<file path="src/rtl/sd_bus_pkg.sv">
// Shared register map, interrupt bit positions and sequencer state type
// for the SD host bus controller.
package sd_bus_pkg;

    localparam int unsigned REG_CLKDIV     = 0;
    localparam int unsigned REG_ARG        = 1;
    localparam int unsigned REG_CMD        = 2;
    localparam int unsigned REG_SETTING    = 3;
    localparam int unsigned REG_CTRL       = 4;
    localparam int unsigned REG_BLKSIZE    = 5;
    localparam int unsigned REG_BLKCNT     = 6;
    localparam int unsigned REG_TIMEOUT    = 7;
    localparam int unsigned REG_IRQ_STATUS = 8;
    localparam int unsigned REG_IRQ_MASK   = 9;
    localparam int unsigned REG_STATE      = 10;
    localparam int unsigned REG_RESP0      = 16;

    localparam int IRQ_CMD_DONE  = 0;
    localparam int IRQ_CMD_ERR   = 1;
    localparam int IRQ_DATA_DONE = 2;
    localparam int IRQ_DATA_ERR  = 3;
    localparam int IRQ_TIMEOUT   = 4;
    localparam int IRQ_ABORTED   = 5;
    localparam int IRQ_BUSY_ERR  = 6;
    localparam int IRQ_W         = 7;

    localparam logic [31:0] RD_DEFAULT = 32'hDEADBEEF;

    typedef enum logic [1:0] {
        IDLE  = 2'd0,
        CMD   = 2'd1,
        DATA  = 2'd2,
        ABORT = 2'd3
    } sd_seq_state_t;

endpackage

</file>
<file path="src/rtl/sd_irq_regs.sv">
// Write-one-to-clear interrupt status with mask and a registered interrupt line.
// Hardware sets take precedence over a software clear landing in the same cycle.
module sd_irq_regs
    import sd_bus_pkg::*;
(
    input  logic             clk,
    input  logic             rst,
    input  logic [IRQ_W-1:0] set_vec,
    input  logic [IRQ_W-1:0] clr_vec,
    input  logic             mask_we,
    input  logic [IRQ_W-1:0] mask_wdata,
    output logic [IRQ_W-1:0] status_o,
    output logic [IRQ_W-1:0] mask_o,
    output logic             irq_o
);

    logic [IRQ_W-1:0] status_q, status_d;
    logic [IRQ_W-1:0] mask_q, mask_d;
    logic             irq_q, irq_d;

    always_comb begin
        status_d = (status_q & ~clr_vec) | set_vec;
        mask_d   = mask_we ? mask_wdata : mask_q;
        irq_d    = |(status_q & mask_q);
    end

    always_ff @(posedge clk) begin
        if (rst) begin
            status_q <= '0;
            mask_q   <= '0;
            irq_q    <= 1'b0;
        end else begin
            status_q <= status_d;
            mask_q   <= mask_d;
            irq_q    <= irq_d;
        end
    end

    assign status_o = status_q;
    assign mask_o   = mask_q;
    assign irq_o    = irq_q;

endmodule

</file>
<file path="src/rtl/sd_bus_ctrl.sv">
// SD host register file and transaction sequencer between the core bus and
// the command/data engines: start/abort control, multi-block data, watchdog.
module sd_bus_ctrl
    import sd_bus_pkg::*;
#(
    parameter int ADDR_W      = 5,
    parameter int RESP_WORDS  = 4,
    parameter int BLKSIZE_W   = 12,
    parameter int BLKCNT_W    = 16,
    parameter int DIV_W       = 8,
    parameter int TIMEOUT_RST = 15,
    parameter int ABORT_CYC   = 4
)(
    input  logic                    msoc_clk,
    input  logic                    rst,
    input  logic                    reg_we,
    input  logic                    reg_re,
    input  logic [ADDR_W-1:0]       reg_addr,
    input  logic [31:0]             reg_wdata,
    output logic [31:0]             reg_rdata,
    output logic                    reg_rvalid,
    output logic [DIV_W-1:0]        clk_div_o,
    output logic [31:0]             cmd_arg_o,
    output logic [5:0]              cmd_i_o,
    output logic [2:0]              cmd_setting_o,
    output logic [2:0]              data_start_o,
    output logic [BLKSIZE_W-1:0]    blksize_o,
    output logic [31:0]             timeout_o,
    output logic                    cmd_start_o,
    output logic                    data_next_o,
    output logic                    cmd_rst_o,
    output logic                    data_rst_o,
    input  logic                    cmd_finish_i,
    input  logic                    cmd_crc_ok_i,
    input  logic                    cmd_index_ok_i,
    input  logic [32*RESP_WORDS-1:0] response_i,
    input  logic                    data_finish_i,
    input  logic                    data_crc_ok_i,
    output logic                    irq_o
);

    localparam logic [7:0] ABORT_LAST = 8'(ABORT_CYC - 1);

    logic [DIV_W-1:0]         clk_div_q, clk_div_d;
    logic [31:0]              arg_q, arg_d;
    logic [5:0]               cmd_idx_q, cmd_idx_d;
    logic [2:0]               setting_q, setting_d;
    logic [2:0]               data_start_q, data_start_d;
    logic [BLKSIZE_W-1:0]     blksize_q, blksize_d;
    logic [BLKCNT_W-1:0]      blkcnt_q, blkcnt_d;
    logic [31:0]              timeout_q, timeout_d;
    logic [32*RESP_WORDS-1:0] resp_q, resp_d;

    sd_seq_state_t            state_q, state_d;
    logic [31:0]              wdog_q, wdog_d;
    logic [7:0]               abort_cnt_q, abort_cnt_d;
    logic [BLKCNT_W-1:0]      blocks_left_q, blocks_left_d;
    logic                     cmd_start_q, cmd_start_d;
    logic                     data_next_q, data_next_d;
    logic                     cmd_rst_q, cmd_rst_d;
    logic                     data_rst_q, data_rst_d;
    logic [31:0]              rdata_q, rdata_d;
    logic                     rvalid_q, rvalid_d;

    logic                     cfg_we;
    logic                     ctrl_we;
    logic                     sw_start;
    logic                     sw_abort;
    logic                     wdog_hit;
    logic [IRQ_W-1:0]         irq_set;
    logic [IRQ_W-1:0]         irq_clr;
    logic                     irq_mask_we;
    logic [IRQ_W-1:0]         irq_status;
    logic [IRQ_W-1:0]         irq_mask;
    logic [31:0]              state_word;
    logic [31:0]              rd_word;

    assign cfg_we      = reg_we && (state_q == IDLE);
    assign ctrl_we     = reg_we && (reg_addr == ADDR_W'(REG_CTRL));
    assign sw_start    = ctrl_we && reg_wdata[0];
    assign sw_abort    = ctrl_we && reg_wdata[1];
    assign wdog_hit    = (timeout_q != '0) && (wdog_q == timeout_q);
    assign irq_mask_we = reg_we && (reg_addr == ADDR_W'(REG_IRQ_MASK));
    assign irq_clr     = (reg_we && (reg_addr == ADDR_W'(REG_IRQ_STATUS))) ?
                         reg_wdata[IRQ_W-1:0] : '0;

    // Configuration registers only accept writes while the sequencer is idle.
    always_comb begin
        clk_div_d    = clk_div_q;
        arg_d        = arg_q;
        cmd_idx_d    = cmd_idx_q;
        setting_d    = setting_q;
        data_start_d = data_start_q;
        blksize_d    = blksize_q;
        blkcnt_d     = blkcnt_q;
        timeout_d    = timeout_q;
        if (cfg_we) begin
            if (reg_addr == ADDR_W'(REG_CLKDIV))  clk_div_d = reg_wdata[DIV_W-1:0];
            if (reg_addr == ADDR_W'(REG_ARG))     arg_d     = reg_wdata;
            if (reg_addr == ADDR_W'(REG_CMD))     cmd_idx_d = reg_wdata[5:0];
            if (reg_addr == ADDR_W'(REG_SETTING)) begin
                setting_d    = reg_wdata[2:0];
                data_start_d = reg_wdata[5:3];
            end
            if (reg_addr == ADDR_W'(REG_BLKSIZE)) blksize_d = reg_wdata[BLKSIZE_W-1:0];
            if (reg_addr == ADDR_W'(REG_BLKCNT))  blkcnt_d  = reg_wdata[BLKCNT_W-1:0];
            if (reg_addr == ADDR_W'(REG_TIMEOUT)) timeout_d = reg_wdata;
        end
    end

    // Sequencer next state; a finish pulse is handled before the watchdog.
    always_comb begin
        state_d       = state_q;
        wdog_d        = wdog_q;
        abort_cnt_d   = abort_cnt_q;
        blocks_left_d = blocks_left_q;
        resp_d        = resp_q;
        cmd_start_d   = 1'b0;
        data_next_d   = 1'b0;
        cmd_rst_d     = cmd_rst_q;
        data_rst_d    = data_rst_q;
        irq_set       = '0;

        case (state_q)
            IDLE: begin
                if (sw_start) begin
                    cmd_start_d   = 1'b1;
                    blocks_left_d = (blkcnt_q == '0) ? BLKCNT_W'(1) : blkcnt_q;
                    wdog_d        = '0;
                    state_d       = CMD;
                end
            end
            CMD: begin
                wdog_d = wdog_q + 32'd1;
                if (cmd_finish_i) begin
                    resp_d                = response_i;
                    irq_set[IRQ_CMD_DONE] = 1'b1;
                    if (!cmd_crc_ok_i || !cmd_index_ok_i) begin
                        irq_set[IRQ_CMD_ERR] = 1'b1;
                        state_d              = IDLE;
                    end else if (data_start_q != 3'd0) begin
                        wdog_d  = '0;
                        state_d = DATA;
                    end else begin
                        state_d = IDLE;
                    end
                end else if (wdog_hit) begin
                    irq_set[IRQ_TIMEOUT] = 1'b1;
                    abort_cnt_d          = '0;
                    cmd_rst_d            = 1'b1;
                    data_rst_d           = 1'b1;
                    state_d              = ABORT;
                end
            end
            DATA: begin
                wdog_d = wdog_q + 32'd1;
                if (data_finish_i) begin
                    blocks_left_d = blocks_left_q - BLKCNT_W'(1);
                    if (!data_crc_ok_i) begin
                        irq_set[IRQ_DATA_ERR] = 1'b1;
                        state_d               = IDLE;
                    end else if (blocks_left_q == BLKCNT_W'(1)) begin
                        irq_set[IRQ_DATA_DONE] = 1'b1;
                        state_d                = IDLE;
                    end else begin
                        data_next_d = 1'b1;
                        wdog_d      = '0;
                    end
                end else if (wdog_hit) begin
                    irq_set[IRQ_TIMEOUT] = 1'b1;
                    abort_cnt_d          = '0;
                    cmd_rst_d            = 1'b1;
                    data_rst_d           = 1'b1;
                    state_d              = ABORT;
                end
            end
            ABORT: begin
                if (abort_cnt_q == ABORT_LAST) begin
                    cmd_rst_d     = 1'b0;
                    data_rst_d    = 1'b0;
                    blocks_left_d = '0;
                    state_d       = IDLE;
                end else begin
                    abort_cnt_d = abort_cnt_q + 8'd1;
                end
            end
            default: state_d = IDLE;
        endcase

        // Software abort overrides everything, including a start in the same write.
        if (sw_abort) begin
            irq_set[IRQ_ABORTED] = 1'b1;
            abort_cnt_d          = '0;
            cmd_rst_d            = 1'b1;
            data_rst_d           = 1'b1;
            cmd_start_d          = 1'b0;
            data_next_d          = 1'b0;
            state_d              = ABORT;
        end else if (sw_start && (state_q != IDLE)) begin
            irq_set[IRQ_BUSY_ERR] = 1'b1;
        end
    end

    always_comb begin
        state_word                   = '0;
        state_word[BLKCNT_W+7:8]     = blocks_left_q;
        state_word[1:0]              = state_q;

        rd_word = RD_DEFAULT;
        if      (reg_addr == ADDR_W'(REG_CLKDIV))     rd_word = 32'(clk_div_q);
        else if (reg_addr == ADDR_W'(REG_ARG))        rd_word = arg_q;
        else if (reg_addr == ADDR_W'(REG_CMD))        rd_word = {26'd0, cmd_idx_q};
        else if (reg_addr == ADDR_W'(REG_SETTING))    rd_word = {26'd0, data_start_q, setting_q};
        else if (reg_addr == ADDR_W'(REG_CTRL))       rd_word = 32'd0;
        else if (reg_addr == ADDR_W'(REG_BLKSIZE))    rd_word = 32'(blksize_q);
        else if (reg_addr == ADDR_W'(REG_BLKCNT))     rd_word = 32'(blkcnt_q);
        else if (reg_addr == ADDR_W'(REG_TIMEOUT))    rd_word = timeout_q;
        else if (reg_addr == ADDR_W'(REG_IRQ_STATUS)) rd_word = 32'(irq_status);
        else if (reg_addr == ADDR_W'(REG_IRQ_MASK))   rd_word = 32'(irq_mask);
        else if (reg_addr == ADDR_W'(REG_STATE))      rd_word = state_word;
        for (int i = 0; i < RESP_WORDS; i++) begin
            if (reg_addr == ADDR_W'(REG_RESP0 + i)) rd_word = resp_q[i*32 +: 32];
        end

        rdata_d  = reg_re ? rd_word : 32'd0;
        rvalid_d = reg_re;
    end

    always_ff @(posedge msoc_clk) begin
        if (rst) begin
            clk_div_q     <= '0;
            arg_q         <= '0;
            cmd_idx_q     <= '0;
            setting_q     <= '0;
            data_start_q  <= '0;
            blksize_q     <= '0;
            blkcnt_q      <= '0;
            timeout_q     <= 32'(TIMEOUT_RST);
            resp_q        <= '0;
            state_q       <= IDLE;
            wdog_q        <= '0;
            abort_cnt_q   <= '0;
            blocks_left_q <= '0;
            cmd_start_q   <= 1'b0;
            data_next_q   <= 1'b0;
            cmd_rst_q     <= 1'b0;
            data_rst_q    <= 1'b0;
            rdata_q       <= '0;
            rvalid_q      <= 1'b0;
        end else begin
            clk_div_q     <= clk_div_d;
            arg_q         <= arg_d;
            cmd_idx_q     <= cmd_idx_d;
            setting_q     <= setting_d;
            data_start_q  <= data_start_d;
            blksize_q     <= blksize_d;
            blkcnt_q      <= blkcnt_d;
            timeout_q     <= timeout_d;
            resp_q        <= resp_d;
            state_q       <= state_d;
            wdog_q        <= wdog_d;
            abort_cnt_q   <= abort_cnt_d;
            blocks_left_q <= blocks_left_d;
            cmd_start_q   <= cmd_start_d;
            data_next_q   <= data_next_d;
            cmd_rst_q     <= cmd_rst_d;
            data_rst_q    <= data_rst_d;
            rdata_q       <= rdata_d;
            rvalid_q      <= rvalid_d;
        end
    end

    sd_irq_regs u_irq (
        .clk        (msoc_clk),
        .rst        (rst),
        .set_vec    (irq_set),
        .clr_vec    (irq_clr),
        .mask_we    (irq_mask_we),
        .mask_wdata (reg_wdata[IRQ_W-1:0]),
        .status_o   (irq_status),
        .mask_o     (irq_mask),
        .irq_o      (irq_o)
    );

    assign reg_rdata     = rdata_q;
    assign reg_rvalid    = rvalid_q;
    assign clk_div_o     = clk_div_q;
    assign cmd_arg_o     = arg_q;
    assign cmd_i_o       = cmd_idx_q;
    assign cmd_setting_o = setting_q;
    assign data_start_o  = data_start_q;
    assign blksize_o     = blksize_q;
    assign timeout_o     = timeout_q;
    assign cmd_start_o   = cmd_start_q;
    assign data_next_o   = data_next_q;
    assign cmd_rst_o     = cmd_rst_q;
    assign data_rst_o    = data_rst_q;

endmodule
</file>
<file path="config.mk">
export PLATFORM = sky130hd
export DESIGN_NAME = sd_bus_ctrl
export DESIGN_NICKNAME = d
export VERILOG_FILES = /design/src/rtl/sd_bus_pkg.sv /design/src/rtl/sd_irq_regs.sv /design/src/rtl/sd_bus_ctrl.sv
export SDC_FILE = /design/constraint.sdc
export NUM_CORES = 1
export LEC_CHECK = 0
export BUFFER_PORTS_ARGS = -buffer_cell sky130_fd_sc_hd__buf_2
export CORE_ASPECT_RATIO = 1.25
export CORE_MARGIN = 3
export CORE_UTILIZATION = 55
export DETAILED_ROUTE_END_ITERATION = 7
export GPL_ROUTABILITY_DRIVEN = 0
export PLACE_DENSITY = 0.91
export RECOVER_POWER = 50
export SKIP_LAST_GASP = 1
export SLEW_MARGIN = 20
export SYNTH_ARGS = -nofsm -noshare
export SYNTH_HDL_FRONTEND = slang
export SYNTH_HIERARCHICAL = 1
export SYNTH_SLANG_ARGS = --single-unit
export TNS_END_PERCENT = 50
</file>
<file path="constraint.sdc">
create_clock -name msoc_clk -period 7 [get_ports msoc_clk]
set_clock_uncertainty 0.2 [all_clocks]
set_input_delay 1.05 -clock msoc_clk [delete_from_list [all_inputs] [get_ports msoc_clk]]
set_output_delay 1.05 -clock msoc_clk [all_outputs]
set_load 0.01 [all_outputs]
</file>
==> metrics.yaml, run 1 <==
status:
  run_status: "finished with violations"
  violated_checks: "capacitance limit, slew limit"
power_and_ir_drop:
  vdd_ir_drop_max_mv: 0.1942
  cellLeakagePower_uw: 0.006459
  power.density_cell_area_nw_per_um2: 242.5
critical_path:
  r2r_slack_ns: 2.21
  critical_path_required_ns: 7.15
  timing.critical_path.cells: "clkbuf_1 -> nand3b_1 -> nor2_1 -> clkbuf_1 -> nand2_2 -> nand2_1 -> a21oi_1"
  regToRegEndpoint: "resp_q[60]$_SDFFE_PP0P_"
  timing.reg2reg.worst_path_depth: 7
  crit_path_max_incr_delay_ns: 1.36
  critical_path_class: "input port to register"
  worstSetupEndpointType: "register"
  critical_path.most_common_cell: "sky130_fd_sc_hd__clkbuf_1"
  crit-reg2reg-launch: "state_q[1]$_SDFFE_PP0P_"
  critical_path.slowest_cell: "sky130_fd_sc_hd__clkbuf_1"
  worstPathMaxFanout: 46
  worst-endpoint-arrival_ns: 5.16
  cp-start-kind: "input port"
clock_network:
  cts_resized: 0
  ctsHtreeMaxLevel: 2
  worst_skew_pair.late_latency_ns: 0.52
  tritoncts: "done"
  postCtsSetupBuffers: 0
  total_clock_buffers_created_by_cts: 35
  path_clk_slew_ns: 0.06
  cts.sinks: 350
  clock_tree.buffer_depth: 3
  cts.root.buffer_cell: "sky130_fd_sc_hd__clkbuf_16"
  cts.hold.buffers_added: 0
placement:
  place.detailed.hpwl_mm: 39.09
  port_buffers: 307
timing:
  fmax_mhz: 199.9
  timing.slew.headroom: -0.2923
  setup_repair_after_global_routing_missed_its_margin: "false"
  timing_hold_violations_final: 0
  final.hold.worst_slack_ns: 0.2572
  timing.final.setup_violations: 0
  tightest_slew_ns: 1.938
  report.final.slew_viol_count: 87
  fin_tns_setup_ns: 0
  timing.final.crit_share: 0.7146
  min_period_ns: 5.002
floorplan:
  core-area_um2: 27990
  die_x_um: 157.8
  die_y_um: 195.7
  die-area_um2: 30890
  num_io_pins: 308
  rows: 68
  start_util: 0.5659
layout:
  highest_count_cells_in_the_layout_ignoring_fill_and_taps: "549 x sky130_fd_sc_hd__nand2_1, 350 x sky130_fd_sc_hd__dfxtp_1, 302 x sky130_fd_sc_hd__a21oi_1"
  final_layout_size_suffix_gt1_frac: 0.1195
  layout.cells.most_common: "sky130_fd_sc_hd__nand2_1"
  finish.utilization: 0.6540
  syn2layout_area_growth_pct: 15.57
  design.final.nets: 2438
drt:
  detailedRoute.firstPassIterationCount: 7
  totalWireLength_mm: 55.75
  top_signal_layer_used: "met5"
  post_drt_wl_per_cell_um: 21.21
  detail_route.drc_violations: 0
  antenna_violating_nets_post_route: 0
  wirelength_met1_mm: 19.53
  met2RoutedLength_mm: 25.28
  num_vias: 16880
  met3WireLength_mm: 6.731
  drt_iter0_markers: 2487
  vias_per_cell: 6.422
global_routing:
  maximum_number_of_pins_on_one_net_before_global_route_repair: 112
  grt_overflow_total: 0
  wire_length_of_the_first_global_routing_pass_mm: 85.17
  antenna_found_initial: 3
  global_route.usage.total: 0.3441
  grt_pass1_vias: 15740
logic_synthesis:
  synth_enable_flop_cells: 0
  synth-async-reset-ratio: 0
  syn-mean-instance-area_um2: 7.754
  postSynthRegisterBits: 350
  synth.distinct_cells: 75
  synthFlopType: "sky130_fd_sc_hd__dfxtp_1"
  synth.yosys.seq_area_share: 0.4423
  syn_area_um2: 15840
  synthCells: 2043
  synth.net_count: 2226
  ys.warnings.count: 6
min_path:
  hold_path_class: "register to register"
  hold_critical_path_endpoint: "resp_q[46]$_SDFFE_PP0P_"
  hold_path_startpoint: "resp_q[46]$_SDFFE_PP0P_"
  timing.hold.worst_path_depth: 2
flow_run:
  maxCapViolCount: 2
cells by family (layout without fill, tap and decap cells):
family	Yosys count	count (layout)	synth area share
other	0	2	0
buffers and inverters	173	406	0.04328
DFF	350	350	0.4423
adders and majority gates	9	9	0.007109
muxes	24	24	0.01540
AOI/OAI and AO/OA	549	549	0.2104
and+or+nand+nor	877	877	0.2478
xor gates and xnor gates	61	61	0.03373
layout make-up:
type | count | area, µm²
fill | 2291 | 9684
multi-input combinational | 1520 | 8165
clock inverter | 16 | 191.4
clock buffer | 42 | 932.1
sequential | 350 | 7007
timing repair buffer | 319 | 1459
antenna | 2 | 5.005
inverter | 29 | 110.1
tap | 350 | 437.9
metrics by stage:
step                      area (µm²)  std cells  total power, µW  setup WS, ns
after CTS                      18480       2626             4420         3.390
final                          18310       2628             4440         1.998
after global routing           18310       2627             4552         1.883
after detailed placement       17350       2568             2600         2.915
after floorplan                15840       2043             2424         3.942
after global placement         17350       2568             2586         3.055
power breakdown:
| group | switching [µW] | internal [µW] | total (µW) |
|---|---|---|---|
| clock network | 794 | 1070 | 1860 |
| logic | 325 | 152 | 477 |
| registers | 48.4 | 2050 | 2100 |
| total | 1170 | 3270 | 4440 |
Yosys cell counts (22+ instances only):
cell type                  instances  share of area
sky130_fd_sc_hd__o21ai_0          57          0.018
sky130_fd_sc_hd__a21oi_1         302          0.095
sky130_fd_sc_hd__a22oi_1          42          0.020
sky130_fd_sc_hd__xor2_1           48          0.027
sky130_fd_sc_hd__o221ai_1         23          0.013
sky130_fd_sc_hd__nor2_1          103          0.024
sky130_fd_sc_hd__clkbuf_1        114          0.027
sky130_fd_sc_hd__nor3_1           22         0.0070
sky130_fd_sc_hd__nand3_1          46          0.015
sky130_fd_sc_hd__dfxtp_1         350           0.44
sky130_fd_sc_hd__nand2_1         551           0.13
sky130_fd_sc_hd__inv_1            29         0.0069
sky130_fd_sc_hd__nor4_1           25         0.0099
worst max-delay path: cells and delay by family:
kind / cells / cell delay (ns)
buffers and inverters: 2 / 2.19
AND/OR/NAND/NOR: 4 / 1.80
AO/OA/AOI/OAI: 1 / 0.10
state kept, by name (all words and copies together), names as in the netlist, 8 cells and up:
name           flops
resp_q           128
cmd_arg_o         32
reg_rdata         32
timeout_o         32
wdog_q            32
blkcnt_q          16
blocks_left_q     16
blksize_o         12
abort_cnt_q        8
clk_div_o          8
worst max-delay path by stage:
| stage | to | depth (start not counted) | from | slack (ns) |
|---|---|---|---|---|
| 4_1_cts | cmd_arg_o[30]$_SDFFE_PP0P_ | 7 | reg_addr[0] | 3.39 |
| 6_report | timeout_o[5]$_SDFFE_PP0P_ | 7 | reg_addr[1] | 2.00 |
| 3_5_place_dp | cmd_arg_o[18]$_SDFFE_PP0P_ | 7 | reg_addr[0] | 2.91 |
| 5_1_grt | timeout_o[22]$_SDFFE_PP0P_ | 7 | reg_addr[1] | 1.88 |
| 2_1_floorplan | wdog_q[26]$_SDFFE_PP0P_ | 8 | reg_addr[1] | 3.94 |
| 3_3_place_gp | cmd_arg_o[21]$_SDFFE_PP0P_ | 7 | reg_addr[2] | 3.05 |
routing by layer:
| metal | global-route usage | vias up |
|---|---|---|
| met3 | 0.08297 | 317 |
| li1 | - | 7540 |
| met2 | 0.5402 | 1313 |
| met1 | 0.4276 | 7706 |
| met5 | 0 | - |
| met4 | 0.2016 | 2 |
(Power assumes the default switching activity.)
==> inputs of run 2 (changes only) <==
--- a/config.mk
+++ b/config.mk
@@ -5,13 +5,14 @@
 export SDC_FILE = /design/constraint.sdc
 export NUM_CORES = 1
 export LEC_CHECK = 0
+export ABC_AREA = 1
 export BUFFER_PORTS_ARGS = -buffer_cell sky130_fd_sc_hd__buf_2
 export CORE_ASPECT_RATIO = 1.25
 export CORE_MARGIN = 3
-export CORE_UTILIZATION = 55
+export CORE_UTILIZATION = 50
 export DETAILED_ROUTE_END_ITERATION = 7
 export GPL_ROUTABILITY_DRIVEN = 0
-export PLACE_DENSITY = 0.91
+export PLACE_DENSITY = 0.87
 export RECOVER_POWER = 50
 export SKIP_LAST_GASP = 1
 export SLEW_MARGIN = 20
==> constraint.sdc (replaced) <==
create_clock -name msoc_clk -period 4 [get_ports msoc_clk]
set_clock_uncertainty 0.2 [all_clocks]
set_input_delay 0.6 -clock msoc_clk [delete_from_list [all_inputs] [get_ports msoc_clk]]
set_output_delay 0.6 -clock msoc_clk [all_outputs]
set_load 0.01 [all_outputs]
==> run 2 against run 1 <==
Against the previous run: the run ends with DRC, capacitance limit, slew limit left; power rose by 87%; critical path depth fell by 2; flip-flop and latch count did not move; combinational power rose by 120%; synthesized cell count rose by 12%; area after synthesis rose by 1.1%; die area rose by 11%; routed wire length rose by 1.0%; via count rose by 2.8%; clock power rose by 88%.
==> metrics.yaml, run 2 <==
logic_synthesis:
  synth_top_area_share: 0.4374
  syn-mean-instance-area_um2: 6.989
  synth.yosys.seq_area_share: 0.4374
  synth_commonest_cells: "494 x sky130_fd_sc_hd__nor2_1, 350 x sky130_fd_sc_hd__dfxtp_1, 327 x sky130_fd_sc_hd__nand2_1"
  synthFlopType: "sky130_fd_sc_hd__dfxtp_1"
  synth.net_count: 2475
  synth.distinct_cells: 49
  synth-async-reset-ratio: 0
  synth_largest_area_cell: "sky130_fd_sc_hd__dfxtp_1"
  ys.warnings.count: 6
  syn_area_um2: 16020
  postSynthRegisterBits: 350
  synthMostInstantiatedCell: "sky130_fd_sc_hd__nor2_1"
  synth_enable_flop_cells: 0
  synthCells: 2292
  synth.area.top_cells: "sky130_fd_sc_hd__dfxtp_1 44%, sky130_fd_sc_hd__nor2_1 12%, sky130_fd_sc_hd__o21ai_0 9.8%, sky130_fd_sc_hd__nand2_1 7.7%, sky130_fd_sc_hd__a21oi_1 4.6%"
timing:
  fmax_mhz: 298.5
  fin_tns_setup_ns: 0
  timing_hold_violations_final: 0
  tightest_slew_ns: 1.746
  min_period_ns: 3.350
  timing.final.crit_share: 0.8374
  timing.slew.headroom: -0.1637
  setup_repair_after_global_routing_missed_its_margin: "false"
  report.final.slew_viol_count: 31
  timing.final.setup_violations: 0
status:
  run_status: "finished with violations"
  violated_checks: "DRC, capacitance limit, slew limit"
floorplan:
  core-area_um2: 31260
  die-area_um2: 34240
  die_y_um: 206.1
  rows: 72
  num_io_pins: 308
  start_util: 0.5124
  die_x_um: 166.1
clock_network:
  postCtsSetupBuffers: 0
  clock_tree.buffer_depth: 3
  total_clock_buffers_created_by_cts: 36
  cts_resized: 0
  cts.sinks: 350
  cts.hold.buffers_added: 0
  cts.root.buffer_cell: "sky130_fd_sc_hd__clkbuf_16"
  path_clk_slew_ns: 0.06
  ctsHtreeMaxLevel: 2
  worst_skew_pair.late_latency_ns: 0.54
  tritoncts: "done"
layout:
  fillerInstances: 2835
  layout.cells.most_common: "sky130_fd_sc_hd__nor2_1"
  final_layout_size_suffix_gt1_frac: 0.1297
  design_area_um2: 18790
  design.final.nets: 2732
  largest_register_ff_count: 128
  syn2layout_area_growth_pct: 17.31
  highest_count_cells_in_the_layout_ignoring_fill_and_taps: "495 x sky130_fd_sc_hd__nor2_1, 350 x sky130_fd_sc_hd__dfxtp_1, 326 x sky130_fd_sc_hd__nand2_1"
  regMostFlops: "resp_q"
drt:
  post_drt_wl_per_cell_um: 18.87
  drt_iter0_markers: 2351
  totalWireLength_mm: 56.31
  detailedRoute.firstPassIterationCount: 8
  detail_route.drc_violations: 1
  num_vias: 17350
  antenna_violating_nets_post_route: 0
  vias_per_cell: 5.813
critical_path:
  critical_path_required_ns: 4.19
  crit-reg2reg-launch: "state_q[1]$_SDFFE_PP0P_"
  cp-start-kind: "input port"
  worst_setup_path_startpoint: "rst"
  worstSetupEndpointType: "register"
  worstPathMaxFanout: 98
  worst-endpoint-arrival_ns: 3.54
  critical_path_class: "input port to register"
placement:
  post_dp_cell_area_um2: 17780
  port_buffers: 307
  place.detailed.hpwl_mm: 41.34
global_routing:
  wire_length_of_the_first_global_routing_pass_mm: 85.82
  maximum_number_of_pins_on_one_net_before_global_route_repair: 99
  antenna_found_initial: 2
  global_route.usage.total: 0.3112
  grt_overflow_total: 0
  grt_pass1_vias: 16160
min_path:
  hold_path_startpoint: "reg_wdata[28]"
  hold_path_class: "input port to register"
power_and_ir_drop:
  cellLeakagePower_uw: 0.007582
  power.density_cell_area_nw_per_um2: 442.3
  vdd_ir_drop_max_mv: 0.2986
flow_run:
  maxCapViolCount: 1
-- run 2: cell types whose count changed after synthesis, sizes merged, moves of 22 or more --
cell	change
or2	+48
nor4	-23
xor2	-43
nor2	+397
o221ai	-22
inv	+146
a21oi	-152
nand3	+30
clkbuf	-25
nand2	-217
o21ai	+259
nand4	+23
a22oi	-41
-- run 2: per-stage QoR --
| step | power [µW] | hold WS, ns | util | std cells | setup WS (ns) |
|---|---|---|---|---|---|
| 3_3_place_gp | 4819 | 0.2422 | 0.5688 | 2918 | 0.9843 |
| 2_1_floorplan | 4478 | 0.2245 | - | 2292 | 1.836 |
| 3_5_place_dp | 4857 | 0.2480 | 0.5688 | 2918 | 0.8866 |
| 6_report | 8312 | 0.1161 | 0.6011 | 2984 | 0.6502 |
| 5_1_grt | 8570 | 0.1252 | 0.6011 | 2984 | 0.5066 |
| 4_1_cts | 8292 | 0.1103 | 0.6078 | 2982 | 0.9560 |
-- run 2: worst paths after layout --
| check | cells past startpoint | to | slack (ns) |
|---|---|---|---|
| max | 5 | resp_q[15]$_SDFFE_PP0P_ | 0.65 |
| min | 3 | timeout_o[28]$_SDFFE_PP0P_ | 0.12 |
| max reg2reg | 6 | resp_q[22]$_SDFFE_PP0P_ | 0.76 |
| min reg2reg | 2 | resp_q[14]$_SDFFE_PP0P_ | 0.26 |
-- run 2: critical path, stage by stage --
cell and delay [ns]:
sky130_fd_sc_hd__clkbuf_1 1.23, sky130_fd_sc_hd__inv_6 0.14, sky130_fd_sc_hd__clkbuf_2 0.86, sky130_fd_sc_hd__o21ai_0 0.56, sky130_fd_sc_hd__a21oi_1 0.08
-- run 2: cell type report --
| class | count | area [µm²] | area share |
|---|---|---|---|
| multi-input combinational | 1655 | 7879 | 0.4193 |
| clock buffer | 51 | 1039 | 0.05526 |
| tap | 407 | 509.2 | 0.02710 |
| sequential | 350 | 7007 | 0.3729 |
| inverter | 182 | 694.4 | 0.03695 |
| clock inverter | 13 | 181.4 | 0.009654 |
| timing repair buffer | 324 | 1478 | 0.07863 |
| antenna | 2 | 5.005 | 0.0002663 |
-- run 2: logic make-up after synthesis --
logic type               count (synthesis)  share of synthesized area
buffers and inverters                  287                    0.06998
adder cells (fa/ha/maj)                  9                   0.007030
flip-flops                             350                     0.4374
AO/OA/AOI/OAI                          537                     0.1785
AND/OR/NAND/NOR                       1071                     0.2863
XOR/XNOR                                38                    0.02078
-- run 2: metal layers --
| layer | routed length (µm) | vias to the layer above | part of all wire | GRT usage |
|---|---|---|---|---|
| met5 | 0 | - | 0 | 0 |
| met4 | 3493 | 0 | 0.062 | 0.1703 |
| met3 | 5624 | 277 | 0.10 | 0.05472 |
| met2 | 26010 | 1164 | 0.46 | 0.5199 |
| met1 | 21180 | 7862 | 0.38 | 0.3842 |
| li1 | - | 8044 | - | - |
-- run 2: report_power, final --
part           internal, µW  switching, µW
Combinational           334            703
Sequential             3660            115
Clock                  2080           1420
